<file path="src/rtl/uart_tx_queue.sv">
// uart_tx_queue: byte FIFO feeding a UART transmitter through a newd/donetx handshake.
// Host bytes enter over valid/ready and are buffered in a circular store.
// One byte at a time is moved into a hold register and offered to the transmitter.
// The byte is held there until the transmitter signals frame completion.
// Optional feature macro: UART_TXQ_STATS_EN adds a 16-bit count of completed frames (tx_count).
module uart_tx_queue #(
   parameter int DEPTH = 16,
   localparam int LW = $clog2(DEPTH + 1)
) (
   input  logic          clk,
   input  logic          rst,
   input  logic [7:0]    in_data,
   input  logic          in_valid,
   output logic          in_ready,
   output logic          newd,
   output logic [7:0]    dintx,
   input  logic          donetx,
   output logic [LW-1:0] level,
   output logic          empty,
   output logic          full,
   output logic          busy
`ifdef UART_TXQ_STATS_EN
   ,
   output logic [15:0]   tx_count
`endif
);

   localparam int AW = $clog2(DEPTH);
   localparam logic [AW-1:0] PTR_ONE    = AW'(1'b1);
   localparam logic [AW-1:0] PTR_ZERO   = AW'(1'b0);
   localparam logic [LW-1:0] LEVEL_ONE  = LW'(1'b1);
   localparam logic [LW-1:0] LEVEL_ZERO = LW'(1'b0);
   localparam logic [LW-1:0] LEVEL_MAX  = LW'(DEPTH);

   typedef enum logic [1:0] {
      ST_IDLE = 2'd0,
      ST_LOAD = 2'd1,
      ST_SEND = 2'd2,
      ST_GAP  = 2'd3
   } state_t;

   state_t        state_r;
   state_t        state_s;
   logic [7:0]    mem_r [DEPTH];
   logic [AW-1:0] wr_ptr_r;
   logic [AW-1:0] rd_ptr_r;
   logic [LW-1:0] level_r;
   logic [LW-1:0] level_s;
   logic          empty_r;
   logic          full_r;
   logic          donetx_q_r;
   logic [7:0]    dintx_r;
   logic          newd_r;
   logic          busy_r;
   logic          push_s;
   logic          pop_s;
   logic          done_rise_s;
   logic          in_ready_s;

   // full is registered, so in_ready never depends on a same-cycle pop
   assign in_ready_s  = rst & ~full_r;
   assign push_s      = in_valid & in_ready_s;
   assign done_rise_s = donetx & ~donetx_q_r;

   assign in_ready = in_ready_s;
   assign newd     = newd_r;
   assign dintx    = dintx_r;
   assign level    = level_r;
   assign empty    = empty_r;
   assign full     = full_r;
   assign busy     = busy_r;

   // Next-state logic; the pop happens on the edge that enters LOAD
   always_comb begin
      state_s = state_r;
      pop_s   = 1'b0;
      case (state_r)
         ST_IDLE: begin
            if (!empty_r) begin
               state_s = ST_LOAD;
               pop_s   = 1'b1;
            end else begin
               state_s = ST_IDLE;
            end
         end
         ST_LOAD: begin
            state_s = ST_SEND;
         end
         ST_SEND: begin
            // completion is only meaningful while a byte is being offered
            if (done_rise_s) begin
               state_s = ST_GAP;
            end else begin
               state_s = ST_SEND;
            end
         end
         ST_GAP: begin
            if (!empty_r) begin
               state_s = ST_LOAD;
               pop_s   = 1'b1;
            end else begin
               state_s = ST_IDLE;
            end
         end
         default: begin
            state_s = ST_IDLE;
         end
      endcase
   end

   // Occupancy update; a simultaneous push and pop leaves it unchanged
   always_comb begin
      level_s = level_r;
      case ({push_s, pop_s})
         2'b10:   level_s = level_r + LEVEL_ONE;
         2'b01:   level_s = level_r - LEVEL_ONE;
         default: level_s = level_r;
      endcase
   end

   // Storage write port; pointers and level define which entries are valid, so no reset
   always_ff @(posedge clk) begin
      if (push_s) begin
         mem_r[wr_ptr_r] <= in_data;
      end
   end

   // Control state, pointers, flags and registered transmitter-side outputs
   always_ff @(posedge clk) begin
      if (!rst) begin
         state_r    <= ST_IDLE;
         wr_ptr_r   <= PTR_ZERO;
         rd_ptr_r   <= PTR_ZERO;
         level_r    <= LEVEL_ZERO;
         empty_r    <= 1'b1;
         full_r     <= 1'b0;
         donetx_q_r <= 1'b0;
         dintx_r    <= 8'h00;
         newd_r     <= 1'b0;
         busy_r     <= 1'b0;
      end else begin
         state_r    <= state_s;
         donetx_q_r <= donetx;
         level_r    <= level_s;
         empty_r    <= (level_s == LEVEL_ZERO);
         full_r     <= (level_s == LEVEL_MAX);
         newd_r     <= (state_s == ST_SEND);
         busy_r     <= (state_s != ST_IDLE);
         if (push_s) begin
            wr_ptr_r <= wr_ptr_r + PTR_ONE;
         end
         if (pop_s) begin
            rd_ptr_r <= rd_ptr_r + PTR_ONE;
            dintx_r  <= mem_r[rd_ptr_r];
         end
      end
   end

`ifdef UART_TXQ_STATS_EN
   logic [15:0] tx_count_r;

   assign tx_count = tx_count_r;

   // Completed-frame counter; wraps naturally at 16 bits
   always_ff @(posedge clk) begin
      if (!rst) begin
         tx_count_r <= 16'h0000;
      end else if ((state_r == ST_SEND) && done_rise_s) begin
         tx_count_r <= tx_count_r + 16'h0001;
      end
   end
`endif

endmodule

</file>
<file path="config.mk">
export PLATFORM = sky130hd
export DESIGN_NAME = uart_tx_queue
export DESIGN_NICKNAME = d
export VERILOG_FILES = /design/src/rtl/uart_tx_queue.sv
export SDC_FILE = /design/constraint.sdc
export NUM_CORES = 1
export LEC_CHECK = 0
export CORE_MARGIN = 5
export CORE_UTILIZATION = 64
export CTS_CLUSTER_SIZE = 40
export DETAILED_ROUTE_END_ITERATION = 8
export GPL_TIMING_DRIVEN = 0
export PLACE_DENSITY = 0.84
export SLEW_MARGIN = 20
export SYNTH_ARGS = -nofsm -noshare
export SYNTH_HDL_FRONTEND = slang
export SYNTH_SLANG_ARGS = --single-unit
</file>
<file path="constraint.sdc">
create_clock -name clk -period 6.7 [get_ports clk]
set_clock_uncertainty 0.15 [all_clocks]
set_input_delay 1.675 -clock clk [delete_from_list [all_inputs] [get_ports clk]]
set_output_delay 1.675 -clock clk [all_outputs]
set_load 0.005 [all_outputs]
</file>
==> impl_metrics.ini <==
[outcome]
status = finished, final reports clean

[finish]
areaGrowthSynthToFinish_pct = 16.6
nNetsFinal = 424
final_util_pct = 77.1
final_area_mm2 = 0.00719
final_cells = 544
antennaDiodeCount = 0
drive_above_1_share_pct = 17.8
fillCellCount = 518

[placement]
place_congestion = 0.764
place_area_mm2 = 0.00664
place_worst_setup_slack_ns = 1.84
dp_cells = 512
dp_hpwl_um = 8070
numPortBuffers = 29

[timing]
drv_slew = 0
rsz0062_at_grt = no
finalHoldViolations = 0
setup_violations = 0
finalSetupTns_ns = 0
worstMarginPinSlew_ns = 0.949
finalCriticalPeriod_ns = 4.81
max_slew_margin_pct = 36.4
period_share_pct = 71.9
timing.final.ws_setup_ns = 1.89
hold-worst-slack_ns = 0.338
fmax_mhz = 208

[cts]
clock_latency_ns = 0.52
clockBufferDepth = 2
path_clk_slew_ns = 0.06
htree_levels = 4
post_cts_resized = 0
cts_tree = yes
cts_num_sinks = 156
cts_hold_buf = 0
clockRootBuffer = clkbuf_8
post_cts_buffers = 0
numCtsBuffers = 17

[setup_path]
cp_data_required_time_ns = 4.88
worstSetupPathType = in2out
crit_arrival_ns = 2.99
max_stage_delay_ns = 0.61
crit_path_frequent_cell = clkdlybuf4s50_1
cp-end-kind = output pin
crit_fanout = 7
cp_slowest_cell = clkdlybuf4s50_1
crit_path_start_kind = input pin
cp_cell_sequence = clkdlybuf4s50_1, nor2b_1, clkdlybuf4s50_1

[die]
die_h_um = 108
io_pins = 30
start_util_pct = 66.2
fp-row-count = 35
dieWidth_um = 108
core_mm2 = 0.00933
die_area_mm2 = 0.0117

[power_and_ir_drop]
leakage_nw = 2.39
ir_worst_vdd_mv = 0.234
powerDensity_mw_per_mm2 = 379
power_mw = 2.72

[detailed_routing]
postRouteAntennaNets = 0
first_iter_violations = 423
dr.pass1.iters = 5
drc = 0
viasPerCell = 6.25
routed_wl_um = 12900
vias = 3398
post_drt_wl_per_cell_um = 23.7

[run]
maxCapViolCount = 0

[min_path]
hp-class = reg2reg

[synth]
synth_cell_type_count = 39
synth_fp_nets = 376
synth.top_cell.area_share_pct = 62.3
netlist_instances = 354
synth_edf_count = 128
avgSynthCellArea_um2 = 17.4
synthMostInstantiatedCell = edfxtp_1
synth_top_area_cell = edfxtp_1
yosys_warnings = 0
synth.cell_area_mm2 = 0.00617
synth_area_leaders = edfxtp_1 (62%), mux4_2 (10%), dfxtp_1 (9.1%)
synth_top_flop_cell = edfxtp_1
async_flop_share_pct = 0
synth_common_cells = edfxtp_1 (128), dfxtp_1 (28), mux4_2 (28), nor2_1 (28), a22oi_1 (16)
ys_ff_latch = 156
seq_area_frac_synth_pct = 71.4

[global_route]
grt_pass1_vias = 3458
antenna_found_initial = 0
track_usage_pct = 24.3
grt_max_degree = 17
grt_pass1_wl_um = 19900
grt_overflow = 0
-- cells by family (layout without fill, tap and decap cells) --
| group | after synthesis | count (layout) | synth area share, % |
|---|---|---|---|
| flip-flops | 156 | 156 | 71.4 |
| AND/OR/NAND/NOR | 72 | 72 | 5.54 |
| AO/OA/AOI/OAI | 46 | 46 | 5.21 |
| multiplexers | 34 | 34 | 12.2 |
| buffers and inverters | 26 | 87 | 2.19 |
| adder cells (fa/ha/maj) | 10 | 10 | 2.03 |
| XOR/XNOR | 10 | 10 | 1.42 |
-- worst max-delay path, delay by kind of cell --
| kind | cells | cell delay, ns |
|---|---|---|
| buf+inv | 2 | 1.12 |
| simple gates | 1 | 0.19 |
-- state kept, by name, indices dropped and copies added, names as in the netlist --
name	count
donetx_q_r	1
state_r	2
rd_ptr_r	4
level	5
newd	1
mem_r	128
dintx	8
wr_ptr_r	4
busy	1
empty	1
full	1
-- where the power goes --
part	internal, mW	leakage, nW	switching [mW]	total, mW
combinational	0.349	0.730	0.332	0.682
sequential	1.11	1.38	0.0423	1.15
clock	0.496	0.282	0.395	0.890
-- cells in the final DEF (no fill, tap or decap), types with 5 or more instances in the layout --
master and instances:
inv_1 9, a21oi_1 11, a22oi_1 16, dfxtp_1 28, xor2_1 5, xnor2_1 5, clkbuf_1 7, nand2_1 14
clkdlybuf4s50_1 29, edfxtp_1 128, nor2_1 28, clkbuf_16 17, nand2b_1 6, inv_6 5, a31o_1 5, ha_1 10
nor2b_1 5, mux4_2 28
-- routing by layer --
layer,up-vias,global-route usage (%),wire [um]
met3,25,6.03,1050
met5,-,0,0
met4,0,8.03,289
li1,1485,-,-
met2,179,40.1,6510
met1,1709,32.2,5030
-- path summary, 6_finish.rpt --
| kind | to | slack, ns | depth (start not counted) | start |
|---|---|---|---|---|
| max reg2reg | full | 3.72 | 12 | state_r[0] |
| min | dintx[5] | 0.34 | 1 | dintx[5] |
| min reg2reg | dintx[5] | 0.34 | 1 | dintx[5] |
| max | in_ready | 1.89 | 3 | rst |
-- area by class of cell --
cell class              count  area [um^2]  share of cell area [%]
well taps                 129          161                    2.24
multi-input cells         172         1650                    23.0
clock inverters            13         98.8                    1.37
clock buffers              19          453                    6.30
plain buffers              17          101                    1.41
repair buffers             29          290                    4.03
inverters                   9         33.8                   0.470
flip-flops and latches    156         4400                    61.2
(Power assumes the default switching activity.)
